--- src/rtl/fifo_pkg.sv ---
// Shared defaults for the FIFO controller family.
package fifo_pkg;

  localparam int unsigned FIFO_DATA_WIDTH   = 8;
  localparam int unsigned FIFO_ADDR_WIDTH   = 4;
  localparam int unsigned FIFO_AFULL_LEVEL  = 12;
  localparam int unsigned FIFO_AEMPTY_LEVEL = 4;

endpackage

--- src/rtl/fifo_ctrl.sv ---
// FIFO controller driving an external registered dual-port memory.
// Holds DEPTH words in memory plus one word on the output register stage.
module fifo_ctrl
  import fifo_pkg::*;
#(
  parameter int unsigned DATA_WIDTH   = FIFO_DATA_WIDTH,
  parameter int unsigned ADDR_WIDTH   = FIFO_ADDR_WIDTH,
  parameter int unsigned AFULL_LEVEL  = FIFO_AFULL_LEVEL,
  parameter int unsigned AEMPTY_LEVEL = FIFO_AEMPTY_LEVEL
) (
  input  logic                  clk,
  input  logic                  rstn,
  input  logic                  s_valid,
  output logic                  s_ready,
  input  logic [DATA_WIDTH-1:0] s_data,
  output logic                  mem_write_en,
  output logic [ADDR_WIDTH-1:0] mem_write_addr,
  output logic [DATA_WIDTH-1:0] mem_write_data,
  output logic                  mem_read_en,
  output logic [ADDR_WIDTH-1:0] mem_read_addr,
  input  logic [DATA_WIDTH-1:0] mem_read_data,
  output logic                  m_valid,
  input  logic                  m_ready,
  output logic [DATA_WIDTH-1:0] m_data,
  output logic [ADDR_WIDTH:0]   mem_count,
  output logic                  full,
  output logic                  empty,
  output logic                  almost_full,
  output logic                  almost_empty
);

  localparam logic [ADDR_WIDTH:0] DEPTH_C  = {1'b1, {ADDR_WIDTH{1'b0}}};
  localparam logic [ADDR_WIDTH:0] AFULL_C  = AFULL_LEVEL[ADDR_WIDTH:0];
  localparam logic [ADDR_WIDTH:0] AEMPTY_C = AEMPTY_LEVEL[ADDR_WIDTH:0];

  logic [ADDR_WIDTH:0] wr_ptr_q, wr_ptr_d;
  logic [ADDR_WIDTH:0] rd_ptr_q, rd_ptr_d;
  logic [ADDR_WIDTH:0] count_q, count_d;
  logic                m_valid_q, m_valid_d;
  logic                wr_fire;
  logic                rd_issue;

  // Status flags and handshakes, all decoded from registered state.
  always_comb begin
    full         = (count_q == DEPTH_C);
    empty        = (count_q == '0);
    almost_full  = (count_q >= AFULL_C);
    almost_empty = (count_q <= AEMPTY_C);
    s_ready      = !full;
    // rstn gate keeps the write strobe quiet while reset holds s_ready high.
    wr_fire      = s_valid && !full && rstn;
    rd_issue     = !empty && (!m_valid_q || m_ready);
  end

  // Memory port drive and downstream data passthrough.
  always_comb begin
    mem_write_en   = wr_fire;
    mem_write_addr = wr_ptr_q[ADDR_WIDTH-1:0];
    mem_write_data = s_data;
    mem_read_en    = rd_issue;
    mem_read_addr  = rd_ptr_q[ADDR_WIDTH-1:0];
    m_valid        = m_valid_q;
    m_data         = mem_read_data;
    mem_count      = count_q;
  end

  // Next-state for pointers, occupancy and output-valid.
  always_comb begin
    wr_ptr_d  = wr_ptr_q;
    rd_ptr_d  = rd_ptr_q;
    count_d   = count_q;
    m_valid_d = rd_issue || (m_valid_q && !m_ready);
    if (wr_fire) begin
      wr_ptr_d = wr_ptr_q + 1'b1;
    end
    if (rd_issue) begin
      rd_ptr_d = rd_ptr_q + 1'b1;
    end
    case ({wr_fire, rd_issue})
      2'b10:   count_d = count_q + 1'b1;
      2'b01:   count_d = count_q - 1'b1;
      default: count_d = count_q;
    endcase
  end

  // State registers with asynchronous active-low reset.
  always_ff @(posedge clk or negedge rstn) begin
    if (!rstn) begin
      wr_ptr_q  <= '0;
      rd_ptr_q  <= '0;
      count_q   <= '0;
      m_valid_q <= 1'b0;
    end else begin
      wr_ptr_q  <= wr_ptr_d;
      rd_ptr_q  <= rd_ptr_d;
      count_q   <= count_d;
      m_valid_q <= m_valid_d;
    end
  end

endmodule

--- config.mk ---
export PLATFORM = sky130hd
export DESIGN_NAME = fifo_ctrl
export DESIGN_NICKNAME = d
export VERILOG_FILES = /design/src/rtl/fifo_pkg.sv /design/src/rtl/fifo_ctrl.sv
export SDC_FILE = /design/constraint.sdc
export NUM_CORES = 1
export LEC_CHECK = 0
export ABC_AREA = 1
export CAP_MARGIN = 40
export CELL_PAD_IN_SITES_DETAIL_PLACEMENT = 1
export CELL_PAD_IN_SITES_GLOBAL_PLACEMENT = 1
export CORE_AREA = 2 2 92 50
export DETAILED_ROUTE_END_ITERATION = 12
export DIE_AREA = 0 0 94 52
export HOLD_SLACK_MARGIN = 0.15
export PLACE_DENSITY_LB_ADDON = 0.1
export SETUP_SLACK_MARGIN = 0.05
export SLEW_MARGIN = 0
export SYNTH_ARGS = -nofsm -noshare
export SYNTH_HDL_FRONTEND = slang
export SYNTH_SLANG_ARGS = --single-unit
--- constraint.sdc ---
create_clock -name clk -period 2.65 [get_ports clk]
set_input_delay 0.53 -clock clk [delete_from_list [all_inputs] [get_ports clk]]
set_output_delay 0.53 -clock clk [all_outputs]
set_load 0.03 [all_outputs]
==> results.md, run 1 <==
| Result | Reported | Unit |
|:---|:---|:---|
| Number of distinct library cells after synthesis | 20 | - |
| Maximum clock insertion buffer count | 2 | - |
| Number of placement rows | 17 | - |
| Setup-violating endpoint count in the final report | 0 | - |
| Setup CP Type | input port to output port | - |
| Proportion of netlist area held by the largest area contributor | 34.7 | % |
| First-pass GRT wire length | 4.36 | mm |
| Max-slew violation count | 0 | - |
| Routed via count divided by cell count | 4.23 | - |
| Via count | 845 | - |
| NumNets Final | 172 | - |
| Async set-or-reset flop fraction in the synthesized netlist | 100 | % |
| Synthesized cell area | 1010 | sq um |
| Number of buffers inserted for hold repair after clock tree synthesis | 0 | - |
| Areal power density over the cells | 1350 | nW/um^2 |
| Unrepaired setup endpoints after global routing | no | - |
| Filler cell count in the final layout | 508 | - |
| Antenna violations before repair | 0 | - |
| Total wirelength of the detailed-routed design | 2.65 | mm |
| CTS sink cnt | 14 | - |
| Max Freq | 407 | MHz |
| Clock-pin transition on the worst setup and hold timing paths | 0.06 | ns |
| Die width | 94 | microns |
| Sequential standard cell area | 350 | sq um |
| Data required, critical path | 2.12 | ns |
| Slew of the pin with the lowest slew margin | 0.337 | ns |
| Outcome | complete, no violations | - |
| Detailed route wirelength on metal2 | 1.05 | mm |
| Setup slack after placement | 0.106 | ns |
| Most numerous cell in the Yosys netlist | sky130_fd_sc_hd__nand2_1 | - |
| Worst min-delay path class | flop to flop | - |
| Layout area overhead | 26.6 | % |
| Crit Path Max Fanout | 2 | - |
| Largest voltage drop on the vdd net | 402 | uV |
| Post-cts resize count | 0 | - |
| Post-DR wirelength/cell | 13.2 | microns |
| Number of I/O port buffers | 24 | - |
| CTS buffer count | 3 | - |
| N_diodes | 0 | - |
| Number of DRC violations after detailed-routing iteration 0 | 20 | - |
| Core outline area | 4150 | sq um |
| Later-pin clock latency in the skew report | 0.24 | ns |
| Initial core utilization | 24.3 | % |
| Area contributors post-synth | sky130_fd_sc_hd__dfrtp_1, sky130_fd_sc_hd__nand2_1, sky130_fd_sc_hd__buf_4 | - |
| Floorplan die area | 4890 | sq um |
| Max transition margin | 77.5 | % |
| List of most frequent post-synthesis cells | sky130_fd_sc_hd__nand2_1, sky130_fd_sc_hd__buf_4, sky130_fd_sc_hd__inv_1 | - |
| Final routed DRC violation total | 0 | - |
| Maximum number of pins on one net before global-route repair | 15 | - |
| Number of levels the H-tree was split into | 1 | - |
| Time the worst path needs with I/O delays and setup | 2.46 | ns |
| Cell type with the highest aggregate area in the netlist | sky130_fd_sc_hd__dfrtp_1 | - |
| #FFs+latches synth | 14 | - |
| TNS Setup | 0 | ns |
| Root buffer cell | sky130_fd_sc_hd__clkbuf_8 | - |
| Endpoint kind of the worst setup timing path | output port | - |
| Number of enable-type register cells in the synthesized netlist | 0 | - |
| Syn_area_per_cell | 7.94 | sq um |
| Io pins | 57 | - |
| Number of global-route vias before repair | 897 | - |
| Footprint of the multi-input gates | 482 | sq um |
| Antenna-violating nets left | 0 | - |
| Tot GR Track Use | 11.8 | % |
| Number of standard cells after synthesis | 127 | - |
| Post-synth top flop | sky130_fd_sc_hd__dfrtp_1 | - |
| Length of routed wiring on met1 | 1.38 | mm |
| Worst clock skew | 0.00131 | ns |
| DPL Wire Length | 2.09 | mm |
| Top metal layer carrying routed signals | met4 | - |
| Signal arrival time at the worst endpoint | 1.93 | ns |
| TritonCTS clock tree | yes | - |
| Die extent in y | 52 | microns |
| Final weighted congestion in routability-driven placement | 0.732 | - |
| Post-route clock period utilization | 92.8 | % |
| Met3 Routed Length | 140 | microns |
| Global-route congestion overflow total | 0 | - |
| Fin worst setup slack | 0.190 | ns |
| Register-to-register path setup slack | 0.41 | ns |
| Post-Synthesis Net Count | 154 | - |
| Number of max-capacitance violations reported | 0 | - |
| Share of post-route cells with drive strength above 1 | 11.2 | % |
| Number of buffers inserted by post-CTS setup repair | 0 | - |
| Leakage power | 0.653 | nW |
| Hold violation total from the final report | 0 | - |
| Seq/Total Area, Yosys | 34.7 | % |
| Worst setup SP type | input port | - |
| 1st-pass router iterations | 4 | - |
| Ys Warns | 0 | - |
[worst paths after layout]
| kind | start | end | cells past startpoint |
|---|---|---|---|
| worst min-delay path | wr_ptr_q[3] | wr_ptr_q[3] | 2 |
| worst min register to register | wr_ptr_q[3] | wr_ptr_q[3] | 2 |
| max in group asynchronous | rstn | rd_ptr_q[2] | 2 |
| min in group asynchronous | rstn | wr_ptr_q[3] | 2 |
| worst max-delay path | m_ready | mem_read_en | 6 |
| worst max register to register | mem_count[0] | mem_count[3] | 11 |
[cells in the final DEF (no fill, tap or decap)]
| cell type | count |
|---|---|
| sky130_fd_sc_hd__nand4_4 | 2 |
| sky130_fd_sc_hd__clkdlybuf4s50_1 | 23 |
| sky130_fd_sc_hd__nand2_2 | 1 |
| sky130_fd_sc_hd__fa_1 | 1 |
| sky130_fd_sc_hd__buf_4 | 6 |
| sky130_fd_sc_hd__nand2_4 | 1 |
| sky130_fd_sc_hd__o22ai_1 | 1 |
| sky130_fd_sc_hd__dfrtp_1 | 14 |
| sky130_fd_sc_hd__nor2_1 | 4 |
| sky130_fd_sc_hd__or2_2 | 2 |
| sky130_fd_sc_hd__xnor2_1 | 1 |
| sky130_fd_sc_hd__nor3_1 | 1 |
| sky130_fd_sc_hd__clkbuf_8 | 3 |
| sky130_fd_sc_hd__nand3_1 | 12 |
| sky130_fd_sc_hd__inv_1 | 15 |
| sky130_fd_sc_hd__nand4_1 | 2 |
| sky130_fd_sc_hd__o21ai_0 | 1 |
| sky130_fd_sc_hd__nand2_1 | 42 |
| sky130_fd_sc_hd__ha_1 | 6 |
| sky130_fd_sc_hd__nand3b_1 | 2 |
| sky130_fd_sc_hd__nor2_4 | 1 |
| sky130_fd_sc_hd__xor2_1 | 2 |
[kinds of logic (layout without fill, tap and decap cells)]
logic type | Yosys count | after routing | share of synthesized area [%]
fa+ha+maj | 7 | 7 | 9.43
flops | 14 | 14 | 34.7
xor+xnor | 3 | 3 | 2.61
simple gates | 70 | 70 | 34.6
compound gates | 2 | 2 | 1.12
buf+inv | 31 | 47 | 17.5
[layer usage]
metal  up-vias  track usage (%)
met5         -                0
met4         0             4.83
met3        18             3.62
met2        22             17.1
met1       385             16.1
li1        420                -
[state kept, by name, summed over array words and instances, names as in the netlist]
signal	count
m_valid	1
rd_ptr_q	4
mem_count	5
wr_ptr_q	4
[worst max-delay path, stage by stage]
cell and delay (ns):
sky130_fd_sc_hd__clkdlybuf4s50_1 0.46, sky130_fd_sc_hd__inv_1 0.04, sky130_fd_sc_hd__nand2_1 0.08, sky130_fd_sc_hd__nand2_2 0.06, sky130_fd_sc_hd__inv_1 0.07, sky130_fd_sc_hd__clkdlybuf4s50_1 0.69
[per-stage QoR]
step / utilization, % / std cells / instance area (sq um) / hold WS [ns] / power, W
floorplan: - / 127 / 1010 / 0.234 / 0.00118
global placement: 29.8 / 197 / 1230 / 0.509 / 0.00156
detailed placement: 29.8 / 197 / 1230 / 0.522 / 0.00157
CTS: 30.8 / 200 / 1280 / 0.538 / 0.00176
global route: 30.8 / 200 / 1280 / 0.578 / 0.00188
finish: 30.8 / 200 / 1280 / 0.526 / 0.00172
[final cells by class]
cell class | instances | share of cell area [%]
clock buffer | 3 | 3.24
inverter | 15 | 4.41
multi-input combinational | 82 | 37.7
sequential | 14 | 27.5
tap | 57 | 5.59
timing repair buffer | 29 | 21.6
[power by group]
part	leakage, nW	switching [W]	total (W)	internal (W)
clock	0.0216	0.0000767	0.000177	0.000101
sequential	0.170	0.000147	0.000457	0.000310
combinational	0.462	0.000645	0.00109	0.000445
total	0.653	0.000868	0.00172	0.000856
No activity file was read; power rests on OpenSTA's default activity.
==> inputs of run 2 (changes only) <==
--- a/config.mk
+++ b/config.mk
@@ -13,6 +13,7 @@
 export DETAILED_ROUTE_END_ITERATION = 12
 export DIE_AREA = 0 0 94 52
 export HOLD_SLACK_MARGIN = 0.15
+export MAX_ROUTING_LAYER = met4
 export PLACE_DENSITY_LB_ADDON = 0.1
 export SETUP_SLACK_MARGIN = 0.05
 export SLEW_MARGIN = 0
==> results.md, run 2 (synthesized netlist as in run 1, its figures left out) <==
| Result | Reported | Unit | Change |
|:---|:---|:---|:---|
| Outcome | complete, no violations | - |  |
| Setup-violating endpoint count in the final report | 0 | - | unchanged |
| Die extent in y | 52 | microns | unchanged |
| Core outline area | 4150 | sq um | unchanged |
| Number of DRC violations after detailed-routing iteration 0 | 20 | - | unchanged |
| Utilization of the core after routing | 30.8 | % | unchanged |
| Data required, critical path | 2.12 | ns | about the same |
| Final instance area | 1280 | sq um | unchanged |
| DPL Wire Length | 2.09 | mm | unchanged |
| First-pass GRT wire length | 4.36 | mm | unchanged |
| NumNets Final | 172 | - | unchanged |
| Routed via count divided by cell count | 4.23 | - | unchanged |
| Signal arrival time at the worst endpoint | 1.93 | ns | about the same |
| Io pins | 57 | - | unchanged |
| Final routed DRC violation total | 0 | - | unchanged |
| Number of max-capacitance violations reported | 0 | - | unchanged |
| Layout area overhead | 26.6 | % | unchanged |
| Hold violation total from the final report | 0 | - | unchanged |
| Initial core utilization | 24.3 | % | unchanged |
| Leakage power | 0.653 | nW | unchanged |
| Number of placement rows | 17 | - | unchanged |
| Worst min-delay path class | flop to flop | - |  |
| Filler cell count in the final layout | 508 | - | unchanged |
| Commonest non-fill, non-tap cell in the layout | sky130_fd_sc_hd__nand2_1 | - |  |
| Worst setup SP type | input port | - |  |
| Slew of the pin with the lowest slew margin | 0.337 | ns | unchanged |
| Worst hold-check slack | 0.526 | ns | unchanged |
| Post-cts resize count | 0 | - | unchanged |
| Later-pin clock latency in the skew report | 0.24 | ns | about the same |
| Max-slew violation count | 0 | - | unchanged |
| Capturing instance or port of the critical path | mem_read_en | - |  |
| TNS Setup | 0 | ns | unchanged |
| Max transition margin | 77.5 | % | unchanged |
| Crit path from | m_ready | - |  |
| Number of buffers inserted by post-CTS setup repair | 0 | - | unchanged |
| Number of cells in the design after placement | 197 | - | unchanged |
| CTS buffer count | 3 | - | unchanged |
| CTS sink cnt | 14 | - | unchanged |
| Maximum number of pins on one net before global-route repair | 15 | - | unchanged |
| Global-route congestion overflow total | 0 | - | unchanged |
| Worst clock skew | 0.00129 | ns | -0.0000247 ns |
| Largest voltage drop on the vdd net | 402 | uV | +0.12% |
| Number of buffers inserted for hold repair after clock tree synthesis | 0 | - | unchanged |
| Clock-pin transition on the worst setup and hold timing paths | 0.06 | ns | about the same |
| Final weighted congestion in routability-driven placement | 0.741 | - | +1.2% |
| Reg-to-reg critical path startpoint | mem_count[0] | - |  |
| Register-to-register path setup slack | 0.41 | ns | about the same |
| Number of I/O port buffers | 24 | - | unchanged |
| Number of levels the H-tree was split into | 1 | - | unchanged |
| Number of global-route vias before repair | 897 | - | unchanged |
| Post-DR wirelength/cell | 13.2 | microns | unchanged |
| Areal power density over the cells | 1350 | nW/um^2 | about the same |
| Worst Reg2Reg Path Length in Cells | 11 | - | unchanged |
| Number of flip-flops in the largest register | 5 | - | unchanged |
| Crit Path Max Fanout | 2 | - | unchanged |
| N_diodes | 0 | - | unchanged |
| Post-route clock period utilization | 92.8 | % | unchanged |
| Antenna violations before repair | 0 | - | unchanged |
| Tot GR Track Use | 12.1 | % | +0.32 points |
| Floorplan die area | 4890 | sq um | unchanged |
| Total wirelength of the detailed-routed design | 2.65 | mm | unchanged |
| Endpoint kind of the worst setup timing path | output port | - |  |
| Die width | 94 | microns | unchanged |
| Placed Area | 1230 | sq um | unchanged |
| Setup CP Type | input port to output port | - |  |
| Max Freq | 407 | MHz | unchanged |
| Maximum clock insertion buffer count | 2 | - | unchanged |
| Post-route non-filler standard cell count | 200 | - | unchanged |
| 1st-pass router iterations | 4 | - | unchanged |
| Antenna-violating nets left | 0 | - | unchanged |
| Top library cells by usage in the layout, fill and taps aside | sky130_fd_sc_hd__nand2_1, sky130_fd_sc_hd__clkdlybuf4s50_1, sky130_fd_sc_hd__inv_1 | - |  |
| Via count | 845 | - | unchanged |
| Unrepaired setup endpoints after global routing | no | - |  |
| TritonCTS clock tree | yes | - |  |
| Worst reg2reg path endpoint | mem_count[3] | - |  |
| Time the worst path needs with I/O delays and setup | 2.46 | ns | unchanged |
| Share of post-route cells with drive strength above 1 | 11.2 | % | unchanged |
| Root buffer cell | sky130_fd_sc_hd__clkbuf_8 | - |  |
run 2: cell counts in the layout (fill, tap and decap cells not counted):
No cell type changed its count.
run 2: layer usage:
metal / up-vias / global-route usage [%] / share of wire, %
met2: 22 / 17.1 / 40
met4: 0 / 4.83 / 2.8
li1: 420 / - / -
met3: 18 / 3.48 / 5.1
met1: 385 / 16.2 / 52
met5: - / - / 0
run 2: critical path: stages:
cell	delay (ns)
sky130_fd_sc_hd__clkdlybuf4s50_1	0.46
sky130_fd_sc_hd__inv_1	0.04
sky130_fd_sc_hd__nand2_1	0.08
sky130_fd_sc_hd__nand2_2	0.06
sky130_fd_sc_hd__inv_1	0.07
sky130_fd_sc_hd__clkdlybuf4s50_1	0.69
run 2: worst min-delay path by stage:
stage,from,to,slack (ns),depth (start not counted)
final,wr_ptr_q[3],wr_ptr_q[3],0.53,2
after global routing,wr_ptr_q[3],wr_ptr_q[3],0.58,2
after CTS,wr_ptr_q[3],wr_ptr_q[3],0.54,2
after detailed placement,wr_ptr_q[3],wr_ptr_q[3],0.52,2
after global placement,wr_ptr_q[3],wr_ptr_q[3],0.51,2
after floorplan,rstn,m_valid,0.23,0
run 2: stage by stage:
step / power (W) / setup WS (ns)
global placement: 0.00156 / 0.104
finish: 0.00172 / 0.190
CTS: 0.00176 / 0.173
detailed placement: 0.00157 / 0.106
global route: 0.00188 / 0.0966
floorplan: 0.00118 / 0.279
run 2: area by class of cell:
class	instances	area [sq um]	area share (%)
Timing Repair Buffer	29	275	21.6
Clock buffer	3	41.3	3.24
Tap cell	57	71.3	5.59
Sequential cell	14	350	27.5
Inverter	15	56.3	4.41
Multi-Input combinational cell	82	482	37.7
run 2: power breakdown:
part	internal [W]	total, W	switching (W)
clock	0.000101	0.000177	0.0000767
sequential	0.000310	0.000457	0.000147
combinational	0.000445	0.00109	0.000645
==> inputs of run 3 (changes only) <==
--- a/config.mk
+++ b/config.mk
@@ -16,7 +16,6 @@
 export MAX_ROUTING_LAYER = met4
 export PLACE_DENSITY_LB_ADDON = 0.1
 export SETUP_SLACK_MARGIN = 0.05
-export SLEW_MARGIN = 0
 export SYNTH_ARGS = -nofsm -noshare
 export SYNTH_HDL_FRONTEND = slang
 export SYNTH_SLANG_ARGS = --single-unit
==> results of run 3 <==
No change in the layout: final DEF, timing and power equal those of run 2.
